File: config.mk
export PLATFORM = sky130hd
export DESIGN_NAME = alu_nbit_seq
export DESIGN_NICKNAME = d
export VERILOG_FILES = /design/src/rtl/alu_nbit_pkg.sv /design/src/rtl/alu_div_iter.sv /design/src/rtl/alu_nbit_seq.sv
export SDC_FILE = /design/constraint.sdc
export NUM_CORES = 1
export LEC_CHECK = 0
export ABC_AREA = 1
export CORE_MARGIN = 3
export CORE_UTILIZATION = 55
export DETAILED_ROUTE_END_ITERATION = 7
export PLACE_DENSITY_LB_ADDON = 0.15
export REMOVE_ABC_BUFFERS = 1
export SLEW_MARGIN = 20
export SYNTH_ARGS = -nofsm -noshare
export SYNTH_HDL_FRONTEND = slang
export SYNTH_SLANG_ARGS = --single-unit
File: constraint.sdc
create_clock -name clk -period 3.9 [get_ports clk]
set_input_delay 0.78 -clock clk [delete_from_list [all_inputs] [get_ports clk]]
set_output_delay 0.78 -clock clk [all_outputs]
set_load 0.01 [all_outputs]
File: src/rtl/alu_nbit_pkg.sv
// alu_nbit_pkg: opcodes and FSM state encoding for alu_nbit_seq.
// Defining ALU_NBIT_DIV_EN adds the DIV state used by the iterative divider.
package alu_nbit_pkg;
  localparam logic [3:0] OP_ADD  = 4'h0;
  localparam logic [3:0] OP_SUB  = 4'h1;
  localparam logic [3:0] OP_MUL  = 4'h2;
  localparam logic [3:0] OP_DIV  = 4'h3;
  localparam logic [3:0] OP_MOD  = 4'h4;
  localparam logic [3:0] OP_AND  = 4'h5;
  localparam logic [3:0] OP_OR   = 4'h6;
  localparam logic [3:0] OP_EQ   = 4'h7;
  localparam logic [3:0] OP_LAND = 4'h8;
  localparam logic [3:0] OP_LOR  = 4'h9;
  localparam logic [3:0] OP_SHR  = 4'hA;
  localparam logic [3:0] OP_SHL  = 4'hB;
  localparam logic [3:0] OP_XOR  = 4'hC;
  localparam logic [3:0] OP_NOT  = 4'hD;
  localparam logic [3:0] OP_CAT  = 4'hE;
  localparam logic [3:0] OP_DUPA = 4'hF;
`ifdef ALU_NBIT_DIV_EN
  typedef enum logic [1:0] {IDLE, EXEC, DIV, DONE} state_t;
`else
  typedef enum logic [1:0] {IDLE, EXEC, DONE} state_t;
`endif
  function automatic logic is_div_op(input logic [3:0] op);
    return op == OP_DIV || op == OP_MOD;
  endfunction
endpackage

File: src/rtl/alu_div_iter.sv
// alu_div_iter: unsigned restoring divider, one quotient bit per cycle.
// The first bit is resolved on the start edge, so done rises WIDTH-1 cycles later.
module alu_div_iter #(
  parameter int WIDTH = 8
) (
  input  logic             clk,
  input  logic             rst_n,
  input  logic             start,
  input  logic [WIDTH-1:0] dividend,
  input  logic [WIDTH-1:0] divisor,
  output logic             busy,
  output logic             done,
  output logic [WIDTH-1:0] quotient,
  output logic [WIDTH-1:0] remainder
);
  localparam int CW = $clog2(WIDTH + 1);
  logic [WIDTH-1:0] r_q, r_d, q_q, q_d, d_q, d_d, r_src, q_src, d_src;
  logic [CW-1:0] cnt_q, cnt_d;
  logic busy_q, busy_d;
  logic [WIDTH:0] trial;
  assign done = busy_q && cnt_q == CW'(WIDTH);
  assign busy = busy_q;
  assign quotient = q_q;
  assign remainder = r_q;
  always_comb begin
    r_src = start ? '0 : r_q;
    q_src = start ? dividend : q_q;
    d_src = start ? divisor : d_q;
    trial = {r_src, q_src[WIDTH-1]} - {1'b0, d_src};
    r_d = r_q;
    q_d = q_q;
    d_d = d_q;
    cnt_d = cnt_q;
    busy_d = busy_q && !done;
    if (start || (busy_q && !done)) begin
      r_d = trial[WIDTH] ? {r_src[WIDTH-2:0], q_src[WIDTH-1]} : trial[WIDTH-1:0];
      q_d = {q_src[WIDTH-2:0], ~trial[WIDTH]};
      d_d = d_src;
      cnt_d = start ? CW'(1) : cnt_q + CW'(1);
      busy_d = 1'b1;
    end
  end
  always_ff @(posedge clk or negedge rst_n)
    if (!rst_n) begin
      r_q <= '0;
      q_q <= '0;
      d_q <= '0;
      cnt_q <= '0;
      busy_q <= 1'b0;
    end else begin
      r_q <= r_d;
      q_q <= q_d;
      d_q <= d_d;
      cnt_q <= cnt_d;
      busy_q <= busy_d;
    end
endmodule

File: src/rtl/alu_nbit_seq.sv
// alu_nbit_seq: handshaked sequential ALU, 2-cycle ops plus optional iterative div/mod.
// Define ALU_NBIT_DIV_EN to build the divider; otherwise opcodes 3/4 return 0 with err.
module alu_nbit_seq
  import alu_nbit_pkg::*;
#(
  parameter int WIDTH = 8
) (
  input  logic               clk,
  input  logic               rst_n,
  input  logic               in_valid,
  output logic               in_ready,
  input  logic [WIDTH-1:0]   a,
  input  logic [WIDTH-1:0]   b,
  input  logic [3:0]         alu_sel,
  output logic               out_valid,
  input  logic               out_ready,
  output logic [2*WIDTH-1:0] alu_out,
  output logic               c_out,
  output logic               zero,
  output logic               err
);
  localparam int W2 = 2 * WIDTH;
  state_t state_q, state_d;
  logic [WIDTH-1:0] a_q, a_d, b_q, b_d, shl, inv;
  logic [3:0] op_q, op_d;
  logic [W2-1:0] res_q, res_d, res;
  logic c_q, c_d, err_q, err_d, res_c, res_err;
  logic [WIDTH:0] sum, dif;
`ifdef ALU_NBIT_DIV_EN
  logic start, div_busy, div_done;
  logic [WIDTH-1:0] quo, rem;
  assign in_ready = state_q == IDLE && !div_busy;
  assign start = in_valid && in_ready && is_div_op(alu_sel) && b != '0;
  alu_div_iter #(.WIDTH(WIDTH)) u_div (
    .clk(clk), .rst_n(rst_n), .start(start), .dividend(a), .divisor(b),
    .busy(div_busy), .done(div_done), .quotient(quo), .remainder(rem)
  );
`else
  assign in_ready = state_q == IDLE;
`endif
  assign out_valid = state_q == DONE;
  assign alu_out = res_q;
  assign c_out = c_q;
  assign zero = out_valid && res_q == '0;
  assign err = out_valid && err_q;
  always_comb begin
    sum = {1'b0, a_q} + {1'b0, b_q};
    dif = {1'b0, a_q} - {1'b0, b_q};
    shl = a_q << 2;
    inv = ~a_q;
    res = '0;
    res_c = 1'b0;
    res_err = 1'b0;
    case (op_q)
      OP_ADD:  begin res = W2'(sum[WIDTH-1:0]); res_c = sum[WIDTH]; end
      OP_SUB:  begin res = W2'(dif[WIDTH-1:0]); res_c = dif[WIDTH]; end
      OP_MUL:  res = W2'(a_q) * W2'(b_q);
`ifdef ALU_NBIT_DIV_EN
      // Only divide-by-zero reaches EXEC for div/mod
      OP_DIV:  begin res = W2'({WIDTH{1'b1}}); res_err = 1'b1; end
      OP_MOD:  begin res = W2'(a_q); res_err = 1'b1; end
`else
      OP_DIV, OP_MOD: res_err = 1'b1;
`endif
      OP_AND:  res = W2'(a_q & b_q);
      OP_OR:   res = W2'(a_q | b_q);
      OP_EQ:   res = W2'(a_q == b_q);
      OP_LAND: res = W2'(a_q != '0 && b_q != '0);
      OP_LOR:  res = W2'(a_q != '0 || b_q != '0);
      OP_SHR:  res = W2'(a_q >> 2);
      OP_SHL:  res = W2'(shl);
      OP_XOR:  res = W2'(a_q ^ b_q);
      OP_NOT:  res = W2'(inv);
      OP_CAT:  res = {a_q, b_q};
      OP_DUPA: res = {a_q, a_q};
      default: res = '0;
    endcase
  end
  always_comb begin
    state_d = state_q;
    a_d = a_q;
    b_d = b_q;
    op_d = op_q;
    res_d = res_q;
    c_d = c_q;
    err_d = err_q;
    case (state_q)
      IDLE: if (in_valid && in_ready) begin
        a_d = a;
        b_d = b;
        op_d = alu_sel;
`ifdef ALU_NBIT_DIV_EN
        state_d = start ? DIV : EXEC;
`else
        state_d = EXEC;
`endif
      end
      EXEC: begin
        res_d = res;
        c_d = res_c;
        err_d = res_err;
        state_d = DONE;
      end
`ifdef ALU_NBIT_DIV_EN
      DIV: if (div_done) begin
        res_d = W2'(op_q == OP_DIV ? quo : rem);
        c_d = 1'b0;
        err_d = 1'b0;
        state_d = DONE;
      end
`endif
      DONE: state_d = out_ready ? IDLE : DONE;
      default: state_d = IDLE;
    endcase
  end
  always_ff @(posedge clk or negedge rst_n)
    if (!rst_n) begin
      state_q <= IDLE;
      a_q <= '0;
      b_q <= '0;
      op_q <= '0;
      res_q <= '0;
      c_q <= 1'b0;
      err_q <= 1'b0;
    end else begin
      state_q <= state_d;
      a_q <= a_d;
      b_q <= b_d;
      op_q <= op_d;
      res_q <= res_d;
      c_q <= c_d;
      err_q <= err_d;
    end
endmodule
Yosys cells after proc, flatten, opt, wreduce, memory -nomap -nowiden
Cells that the tools add are included.
{"block": "word_totals", "regBits": 40, "out_inout_bits": 21}
{"block": "op_classes", "n_addsub": 2, "multipliers": 1, "eq_ne": 19, "n_mux": 6, "n_bitwise": 4, "reduce_logical": 12}
{"cell": "$pmux 16 s14", "count": 1}
{"cell": "$eq 4x4->1 const B", "count": 8}
{"cell": "$eq 4x3->1 const B", "count": 4}
{"cell": "$logic_not 16->1", "count": 1}
{"cell": "$mul 8x8->16", "count": 1}
{"cell": "$reduce_bool 8->1", "count": 2}
{"cell": "$add 8x8->9", "count": 1}
{"cell": "$sub 8x8->9", "count": 1}
{"cell": "$and 8x8->8", "count": 1}
{"cell": "$eq 4x2->1 const B", "count": 2}
{"cell": "$eq 8x8->1", "count": 1}
{"cell": "$not 8->8", "count": 1}
{"cell": "$or 8x8->8", "count": 1}
{"cell": "$xor 8x8->8", "count": 1}
{"cell": "$pmux 2 s3", "count": 1}
{"cell": "$eq 4x1->1 const B", "count": 1}
{"cell": "$logic_and 1x1->1", "count": 4}
{"cell": "$logic_not 4->1", "count": 1}
{"cell": "$mux 2", "count": 2}
{"cell": "$eq 2x1->1 const B", "count": 1}
{"cell": "$eq 2x2->1 const B", "count": 1}
{"cell": "$logic_not 2->1", "count": 1}
{"cell": "$ne 2x1->1 const B", "count": 1}
{"cell": "$pmux 1 s2", "count": 1}
{"cell": "other kinds (4)", "count": 4}

Depth between registers and ports, before layout
Gate-level depths: netlist (run 1).
{"block": "depth", "depth_word": 4, "depth_mapped": 23, "ltp_nobuf": 22}

Worst setup path after synthesis (run 1)
Ideal clock, no wire load.
{"block": "synth_path", "path_kind": "reg2reg", "from": "register a_q[1]", "to": "register res_q[14], in the netlist alu_out[14]", "t_arrival_ns": 3.903, "required_time_ns": 3.783, "path_slack_ns": -0.120, "stages_incl_launch_ff": 20, "n_path_buf": 1, "synth_period_minus_slack_ns": 4.020, "path_cell_list": "dfrtp_1 > clkbuf_1 > nand2_1 > fa_1 > fa_1 > inv_1 > fa_1 > inv_1 > fa_1 > inv_1 > ha_1 > nand2_1 > nor2_1 > nand3_1 > nand3_1 > nand2_1 > nand3_1 > nand2_1 > nand2_1 > nand2_1"}
{"block": "synth_between", "elab_chain_len": 2}
{"item": "from (decl)", "line": "alu_nbit_seq.sv:24", "rtl": "logic [WIDTH-1:0] a_q, a_d, b_q, b_d, shl, inv;"}
{"item": "from (signal assigned)", "line": "alu_nbit_seq.sv:119", "rtl": "a_q <= '0;"}
{"item": "from (signal assigned)", "line": "alu_nbit_seq.sv:127", "rtl": "a_q <= a_d;"}
{"item": "$mul 8x8->16", "line": "alu_nbit_seq.sv:57", "rtl": "OP_MUL: res = W2'(a_q) * W2'(b_q);"}
{"item": "$pmux 16 s14", "line": "alu_nbit_seq.sv:54", "rtl": "case (op_q)"}
{"item": "to (signal assigned)", "line": "alu_nbit_seq.sv:130", "rtl": "res_q <= res_d;"}
{"item": "to (decl)", "line": "alu_nbit_seq.sv:26", "rtl": "logic [W2-1:0] res_q, res_d, res;"}
No other way between the ends.
A chain may end at the register's enable or synchronous reset.

Final worst setup path (run 1)
{"block": "layout_path", "from": "register a_q[4]", "to": "register res_q[12], in the netlist alu_out[12]"}
{"block": "layout_between", "elab_chain_len": 2}
{"item": "$mul 8x8->16", "line": "alu_nbit_seq.sv:57"}
{"item": "$pmux 16 s14 (*)", "line": "alu_nbit_seq.sv:54"}
Every way passes the cells marked *; elsewhere a longest branch is shown, timed or not.

==> results_dict.tcl, run 1 <==
set metrics [dict create \
    status "complete, but fails checks" \
    violations "setup timing" \
    min_to "alu_out[12]" \
    synthMuxAreaShare_pct 0 \
    tightestPinTransition_ns 0.933 \
    fin_area_um2 6920 \
    clk_pin_slew_worst_paths_ns 0.09 \
    synth-compound-area-share_pct 7.05 \
    ios 45 \
    fin_crit_sh_pct 101 \
    place_hpwl_mm 13.7 \
    synth.largest_area_cell "nand2_1" \
    worst_slack_ns -0.0476 \
    cp.arrival_ns 4.14 \
    synth.distinct_cells 28 \
    end_kind "register" \
    htree_levels 2 \
    synth_top_area_share_pct 20.4 \
    synthSimpleGateAreaFrac_pct 32.7 \
    vias 5881 \
    cap_violations 0 \
    skew_ns 0.0120 \
    crit_path_max_fanout 4 \
    vias_per_cell 5.48 \
    final_hold_viol_count 0 \
    dieArea_um2 11200 \
    detail_route.first_pass.iterations 5 \
    clk_latency_ns 0.30 \
    grt_pass1_wl_mm 28.1 \
    rsz0062_at_grt "true" \
    whs_path_depth 2 \
    synth_area_per_cell_um2 6.39 \
    grt_pass1_vias 5856 \
    worst_ep_required_time_ns 4.09 \
    floorplan.initialDensity_pct 58.0 \
    drtIter0Drc 451 \
    max_stage_delay_ns 0.51 \
    synthAdderAreaFrac_pct 27.5 \
    portBuffers 44 \
    drc 0 \
    antenna_found_initial 0 \
    finalNonFillerCells 1074 \
    grt_start_max_net_pins 41 \
    cts_buffers 5 \
    reg2reg_from "a_q[4]" \
    reg2reg_depth 19 \
    cts_tree "built" \
    layout.nets 1066 \
    fin_crit_ns 3.95 \
    grt_use_total_pct 31.7 \
    die_w_um 106 \
    hold_path.class "register to register" \
    crit_type "register to register" \
    drv_slew 0 \
    yosysSeqAreaShare_pct 18.2 \
    wl_per_cell_um 16.9 \
    setup_violations 4 \
    regToRegEndpoint "alu_out[12]" \
    reg2reg_slack_ns -0.05 \
    slowest_stage "fa_1" \
    drive_gt1_share_pct 17.4 \
    worstPathCellList "buf_6 -> nand2_2 -> inv_2 -> fa_1 -> fa_1 -> fa_1 -> inv_1 -> fa_1 -> inv_2 -> ha_4 -> nand2_4 -> nor2_4 -> nand3_2 -> nand3_1 -> nand2_1 -> nand3_1 -> nand2_1 -> nand2_1 -> nand2_1" \
    core_um2 9460 \
    critPathLaunchType "register" \
    synth_xor_area_share_pct 0.319 \
    wirelength_mm 18.1 \
    ys_ff_latch 40 \
    place_inst 1047 \
    synth.area.top_cells "nand2_1 20%, dfrtp_1 18%, fa_1 14%" \
    clockBufferDepth 2 \
    slew_headroom_pct 37.8 \
    synth_top_family_by_area "simple AND/OR/NAND/NOR gates" \
    antenna_cells 0 \
    syn_inst 858 \
    cts_root_buf "clkbuf_8" \
    syn2layout_area_growth_pct 26.1 \
    die_height_um 106 \
    ant_nets 0 \
    grt-ovfl-total 0 \
    clock_sinks 40 \
    yosys_warnings 0 \
    rows 35 \
    placed_area_um2 6290 \
    globalplace.congestion 1.02 \
    syn-cell-area_um2 5490 \
    worstHoldStart "alu_out[12]" \
    max_freq_ghz 0.253 \
    fin_tns_setup_ns -0.118 \
]
## how the worst max path moves through the flow
stage,startpoint,to,slack (ns),cells after the start
floorplan,a_q[5],alu_out[14],0.007,18
global placement,a_q[3],alu_out[10],-0.15,17
detailed placement,b_q[2],alu_out[10],-0.22,19
CTS,a_q[5],alu_out[15],-0.01,21
global route,b_q[5],alu_out[15],-0.23,19
finish,a_q[4],alu_out[12],-0.05,19
## final cells by class
cell class | instances | area, um2
flip-flops and latches | 40 | 1010
clock inverters | 2 | 35.0
inverters | 176 | 661
well taps | 129 | 161
clock buffers | 6 | 72.6
fillers | 764 | 2540
repair buffers | 106 | 946
multi-input cells | 615 | 4030
## synth_stat cells, drive strengths merged
cell type,instances
a221oi,1
xor2,1
inv,175
nand3b,1
o22ai,9
nand4,15
a21oi,17
a31oi,1
nor2,75
clkinv,1
or4,1
and2,1
ha,60
xnor2,1
o211ai,6
dfrtp,40
fa,38
buf,7
nor4,2
o21ai,37
clkbuf,20
nand3,45
nor3,5
nand2,299
## critical path, delay by kind of cell, from the launching register on
family	cells	cell delay (ns)
adder cells (fa/ha/maj)	5	2.32
buffers and inverters	4	0.29
AND/OR/NAND/NOR	10	0.74
flip-flops	1	0.46
## sequential cells by signal, summed over array words and instances (netlist names)
signal	flops
b_q	8
op_q	4
alu_out	16
c_out	1
err_q	1
state_q	2
a_q	8
## layer usage
metal,up-vias,part of all wire (%),track usage [%]
li1,2782,-,-
met1,2727,40,39.3
met2,288,49,55.7
met3,84,6.3,4.04
met4,0,5.1,12.5
met5,-,0,0
## cells in the final DEF (no fill, tap or decap), types with 2 or more instances in the layout
master,count
nand2_1,267
inv_1,158
nor2_1,66
buf_4,51
ha_1,50
clkdlybuf4s50_1,43
nand3_1,39
fa_1,34
o21ai_0,33
dfrtp_1,31
nand2_2,26
inv_2,17
nand4_1,15
a21oi_1,14
buf_6,10
o22ai_1,9
dfrtp_2,9
nand2_4,6
o211ai_1,6
ha_4,6
nor2_2,5
clkbuf_8,5
nor2_4,4
nor3_1,4
fa_2,4
ha_2,4
nand3_4,3
nand3_2,3
a21oi_2,3
nor4_1,2
o21ai_1,2
o21ai_2,2
## timing repair
item                                    4_1_cts  5_1_grt
hold buffers                                  0        0
gates resized for setup                      52       67
endpoints found under the hold margin         0        0
pin swaps                                    26       51
endpoints found under the setup margin       11       11
buffers inserted                              3       16
## metrics by stage
stage,utilization [%],setup WS [ns],hold slack [ns]
5_1_grt,73.1,-0.227,0.527
6_report,73.1,-0.0476,0.510
2_1_floorplan,-,0.00725,0.481
4_1_cts,69.9,-0.0118,0.513
3_5_place_dp,66.5,-0.221,0.492
3_3_place_gp,66.5,-0.152,0.478
## kinds of logic (layout without fill, tap and decap cells)
logic type / after synthesis / after routing
flip-flops: 40 / 40
AND/OR/NAND/NOR: 444 / 444
buffers and inverters: 203 / 290
AO/OA/AOI/OAI: 71 / 71
adder cells (fa/ha/maj): 98 / 98
XOR/XNOR: 2 / 2
Power of run 1 is not shown: default switching activity piles up to over one toggle a cycle in this logic, so the estimate is an artifact.
==> inputs of run 2 (changes only) <==
--- a/config.mk
+++ b/config.mk
@@ -9,9 +9,8 @@
 export CORE_MARGIN = 3
 export CORE_UTILIZATION = 55
 export DETAILED_ROUTE_END_ITERATION = 7
-export PLACE_DENSITY_LB_ADDON = 0.15
+export PLACE_DENSITY = 0.78
 export REMOVE_ABC_BUFFERS = 1
-export SLEW_MARGIN = 20
 export SYNTH_ARGS = -nofsm -noshare
 export SYNTH_HDL_FRONTEND = slang
 export SYNTH_SLANG_ARGS = --single-unit
==> results_dict.tcl, run 2 (same netlist as run 1, synthesis figures left out) <==
set metrics [dict create \
    status "complete, but fails checks" \
    violations "setup timing" \
    grt_pass1_vias 5893 \
    antenna_found_initial 0 \
    reg2reg_from "b_q[4]" \
    crit_type "register to register" \
    max_freq_ghz 0.250 \
    grt_pass1_wl_mm 29.1 \
    reg2reg_slack_ns -0.09 \
    final_hold_viol_count 0 \
    worstHoldStart "alu_out[7]" \
    floorplan.initialDensity_pct 58.0 \
    grt-ovfl-total 0 \
    skew_ns 0.00571 \
    reg2reg_depth 19 \
    fin_area_um2 6840 \
    die_height_um 106 \
    cts_tree "built" \
    drt-met1-wl_mm 7.27 \
    slew_headroom_pct 37.5 \
    antenna_cells 0 \
    fin_crit_ns 3.99 \
    hold_path.class "register to register" \
    place_hpwl_mm 14.1 \
    worst_slack_ns -0.0930 \
    portBuffers 44 \
    vias_per_cell 5.45 \
    htree_levels 2 \
    drtIter0Drc 567 \
    layout.nets 1063 \
    clk_pin_slew_worst_paths_ns 0.08 \
    clk_latency_ns 0.30 \
    cts_hold_buffers 0 \
    vias 5833 \
    drc 0 \
    clockBufferDepth 2 \
    setup_violations 8 \
    whs_path_depth 2 \
    placed_area_um2 6320 \
    highest_layer "met4" \
    end_kind "register" \
    wirelength_mm 18.3 \
    final_cell_mix "282 x nand2_1, 163 x inv_1, 65 x nor2_1" \
    dr_wl_met2_mm 8.78 \
    slowest_stage "fa_1" \
    detail_route.first_pass.iterations 6 \
    clock_sinks 40 \
    critPathLaunchType "register" \
    crit_path_max_fanout 6 \
    ios 45 \
    cp.arrival_ns 4.19 \
    cap_violations 0 \
    layout_commonest_cell "nand2_1" \
    cts_root_buf "clkbuf_8" \
    cts_buffers 5 \
    grt_start_max_net_pins 41 \
    fin_crit_sh_pct 102 \
    utilization_pct 72.3 \
    ant_nets 0 \
    die_w_um 106 \
    wl_per_cell_um 17.1 \
    wl_met3_mm 1.19 \
    min_to "alu_out[7]" \
    worst_ep_required_time_ns 4.10 \
    largest_reg_flops 16 \
    grt_use_total_pct 33.1 \
    place_ws_ns -0.211 \
    regToRegEndpoint "alu_out[13]" \
    syn2layout_area_growth_pct 24.6 \
    rsz0062_at_grt "true" \
    drv_slew 0 \
    tightestPinTransition_ns 0.938 \
    worstPathCellList "buf_6 -> nand2_4 -> inv_2 -> fa_1 -> fa_1 -> fa_1 -> inv_2 -> fa_1 -> inv_2 -> ha_4 -> nand2_4 -> nor2_4 -> nand3_2 -> nand3_1 -> nand2_1 -> nand3_1 -> nand2_1 -> nand2_1 -> nand2_1" \
    globalplace.congestion 0.975 \
    fin_tns_setup_ns -0.377 \
    dieArea_um2 11200 \
    core_um2 9460 \
    max_stage_delay_ns 0.53 \
    rows 35 \
    drive_gt1_share_pct 14.8 \
]
-- run 2: worst max-delay path, delay by kind of cell (launching register included) --
family / cells / cell delay, ns
buffers and inverters: 4 / 0.27
and+or+nand+nor: 10 / 0.76
adders and majority gates: 5 / 2.33
DFF: 1 / 0.49
-- run 2: repair_timing --
action,in CTS,in global routing
setup buffers,3,9
endpoints found under the setup margin,11,11
resized for setup,42,46
pin swaps,21,43
-- run 2: worst max path at each step --
stage	start	to	slack (ns)	cells after the start
global route	b_q[5]	alu_out[15]	-0.31	16
finish	b_q[4]	alu_out[13]	-0.09	19
floorplan	a_q[5]	alu_out[14]	0.007	18
CTS	a_q[1]	alu_out[13]	-0.009	21
detailed placement	b_q[2]	alu_out[5]	-0.21	17
global placement	a_q[4]	alu_out[14]	-0.11	18
-- run 2: metal layers --
layer / up-vias / global-route usage, %
met2: 264 / 57.1
met4: 0 / 15.4
li1: 2778 / -
met1: 2710 / 41.5
met5: - / 0
met3: 81 / 3.31
-- run 2: metrics by stage --
stage          cells  hold slack, ns
4_1_cts         1062           0.518
6_report        1071           0.514
3_5_place_dp    1051           0.495
5_1_grt         1071           0.543
3_3_place_gp    1051           0.479
2_1_floorplan    831           0.481
-- run 2: layout make-up --
class,count,area [um2]
clock buffer,6,72.6
clock inverter,2,35.0
fill,775,2620
inverter,176,661
multi-input combinational,615,3960
sequential,40,1010
tap,129,161
timing repair buffer,103,930
Power of run 2 is left out for the same reason.
==> inputs of run 3 (changes only) <==
--- a/config.mk
+++ b/config.mk
@@ -5,11 +5,10 @@
 export SDC_FILE = /design/constraint.sdc
 export NUM_CORES = 1
 export LEC_CHECK = 0
-export ABC_AREA = 1
 export CORE_MARGIN = 3
-export CORE_UTILIZATION = 55
+export CORE_UTILIZATION = 54
 export DETAILED_ROUTE_END_ITERATION = 7
-export PLACE_DENSITY = 0.78
+export PLACE_DENSITY = 0.77
 export REMOVE_ABC_BUFFERS = 1
 export SYNTH_ARGS = -nofsm -noshare
 export SYNTH_HDL_FRONTEND = slang
==> results_dict.tcl, run 3 <==
set metrics [dict create \
    status "complete, but fails checks" \
    violations "setup timing" \
    cap_violations 0 \
    cts_buffers 5 \
    synth.most_common_cell "nor2_1" \
    grt_start_max_net_pins 41 \
    grt-ovfl-total 0 \
    yosysSeqAreaShare_pct 18.7 \
    grt_pass1_wl_mm 27.6 \
    grt_use_total_pct 31.1 \
    syn2layout_area_growth_pct 27.8 \
    portBuffers 44 \
    vias 5365 \
    cts_hold_buffers 0 \
    synth_edf_count 0 \
    drc 0 \
    setup_violations 7 \
    wl_per_cell_um 20.3 \
    drtIter0Drc 411 \
    htree_levels 2 \
    crit_path_max_fanout 4 \
    fin_tns_setup_ns -1.11 \
    synth_top_area_share_pct 18.7 \
    clk_latency_ns 0.31 \
    wirelength_mm 17.7 \
    synthFlopType "dfrtp_1" \
    fillers 720 \
    worst_ep_required_time_ns 4.09 \
    clock_sinks 40 \
    slew_headroom_pct 19.8 \
    clockBufferDepth 2 \
    layout.nets 865 \
    synth-async-reset-ratio_pct 100 \
    rsz0062_at_grt "true" \
    synth_area_per_cell_um2 8.36 \
    skew_ns 0.0115 \
    vias_per_cell 6.15 \
    clk_pin_slew_worst_paths_ns 0.09 \
    antenna_cells 0 \
    tightestPinTransition_ns 1.20 \
    drive_gt1_share_pct 26.2 \
    critPathLaunchType "register" \
    synth.area.top_cells "dfrtp_1 19%, fa_1 14%, ha_1 14%" \
    final_hold_viol_count 0 \
    synthTopCellsByCount "69 x nor2_1, 67 x inv_1, 65 x nand2_1" \
    hold_path.class "register to register" \
    syn-cell-area_um2 5340 \
    utilization_pct 72.5 \
    yosys_warnings 0 \
    cts_tree "built" \
    rows 35 \
    place_hpwl_mm 13.3 \
    ios 45 \
    drv_slew 0 \
    cts_root_buf "clkbuf_8" \
    crit_type "register to register" \
    die_height_um 105 \
    cp.arrival_ns 4.35 \
    placed_area_um2 6260 \
    synth.distinct_cells 71 \
    dieArea_um2 11100 \
    max_freq_ghz 0.241 \
    detail_route.first_pass.iterations 5 \
    syn_inst 639 \
    fin_area_um2 6830 \
    fin_crit_sh_pct 107 \
    grt_pass1_vias 5362 \
    ys_ff_latch 40 \
    layout_commonest_cell "buf_4" \
    floorplan.initialDensity_pct 56.7 \
    globalplace.congestion 0.981 \
    fin_crit_ns 4.16 \
    die_w_um 105 \
    worst_slack_ns -0.256 \
    antenna_found_initial 0 \
    largest_reg_flops 16 \
    synth.largest_area_cell "dfrtp_1" \
    ant_nets 0 \
    core_um2 9420 \
    final_cell_mix "76 x buf_4, 62 x nand2_1, 53 x nor2_1" \
    end_kind "register" \
]
[run 3: worst max-delay path: stages (launching register included)]
cell and delay [ns]:
dfrtp_2 0.45, nand2_1 0.11, fa_1 0.53, fa_1 0.58, inv_2 0.04, fa_1 0.48
inv_2 0.04, fa_1 0.51, inv_2 0.05, ha_4 0.22, o21a_1 0.17, o21a_1 0.19
a31o_2 0.22, a21oi_2 0.15, xor2_1 0.18, o21ai_1 0.10
[run 3: final timing paths]
| check | startpoint | endpoint | slack, ns | depth (start not counted) |
|---|---|---|---|---|
| worst min register to register | err_q | err_q | 0.49 | 2 |
| worst max register to register | a_q[0] | alu_out[12] | -0.26 | 15 |
| worst min-delay path | err_q | err_q | 0.49 | 2 |
| max in group asynchronous | rst_n | a_q[4] | 2.64 | 1 |
| worst max-delay path | a_q[0] | alu_out[12] | -0.26 | 15 |
| min in group asynchronous | rst_n | op_q[3] | 0.61 | 1 |
[run 3: per-layer routing]
| layer | vias up | track usage, % | part of all wire [%] |
|---|---|---|---|
| met5 | - | 0 | 0 |
| met4 | 0 | 15.9 | 5.0 |
| met3 | 80 | 4.53 | 8.6 |
| met2 | 306 | 50.0 | 47 |
| met1 | 2579 | 40.6 | 39 |
| li1 | 2400 | - | - |
[run 3: per-stage QoR]
stage / std cells / hold slack (ns) / worst slack (ns)
floorplan: 607 / 0.458 / -0.328
global placement: 852 / 0.478 / -0.351
detailed placement: 852 / 0.478 / -0.447
CTS: 867 / 0.497 / -0.120
global route: 872 / 0.554 / -0.386
finish: 872 / 0.491 / -0.256
[run 3: what timing repair did]
item	CTS	global route
setup endpoints to repair	12	12
pin swaps	52	44
setup buffers	8	5
endpoints found under the hold margin	0	0
gates cloned	0	0
gates resized for setup	78	41
[run 3: cells by family after synthesis]
| logic type | after synthesis | synth area share (%) |
|---|---|---|
| adders and majority gates | 98 | 28.3 |
| buffers and inverters | 111 | 9.56 |
| muxes | 14 | 2.93 |
| xor gates and xnor gates | 17 | 2.93 |
| DFF | 40 | 18.7 |
| and+or+nand+nor | 197 | 17.3 |
| AOI/OAI and AO/OA | 162 | 20.3 |
[run 3: cell type report]
class	count	area (um2)	area share, %
clock buffer	5	68.8	1.01
tap	129	161	2.36
multi-input combinational	488	4140	60.7
timing repair buffer	129	1110	16.3
inverter	79	324	4.75
sequential	40	1010	14.8
clock inverter	2	12.5	0.183
Power of run 3 is left out for the same reason.
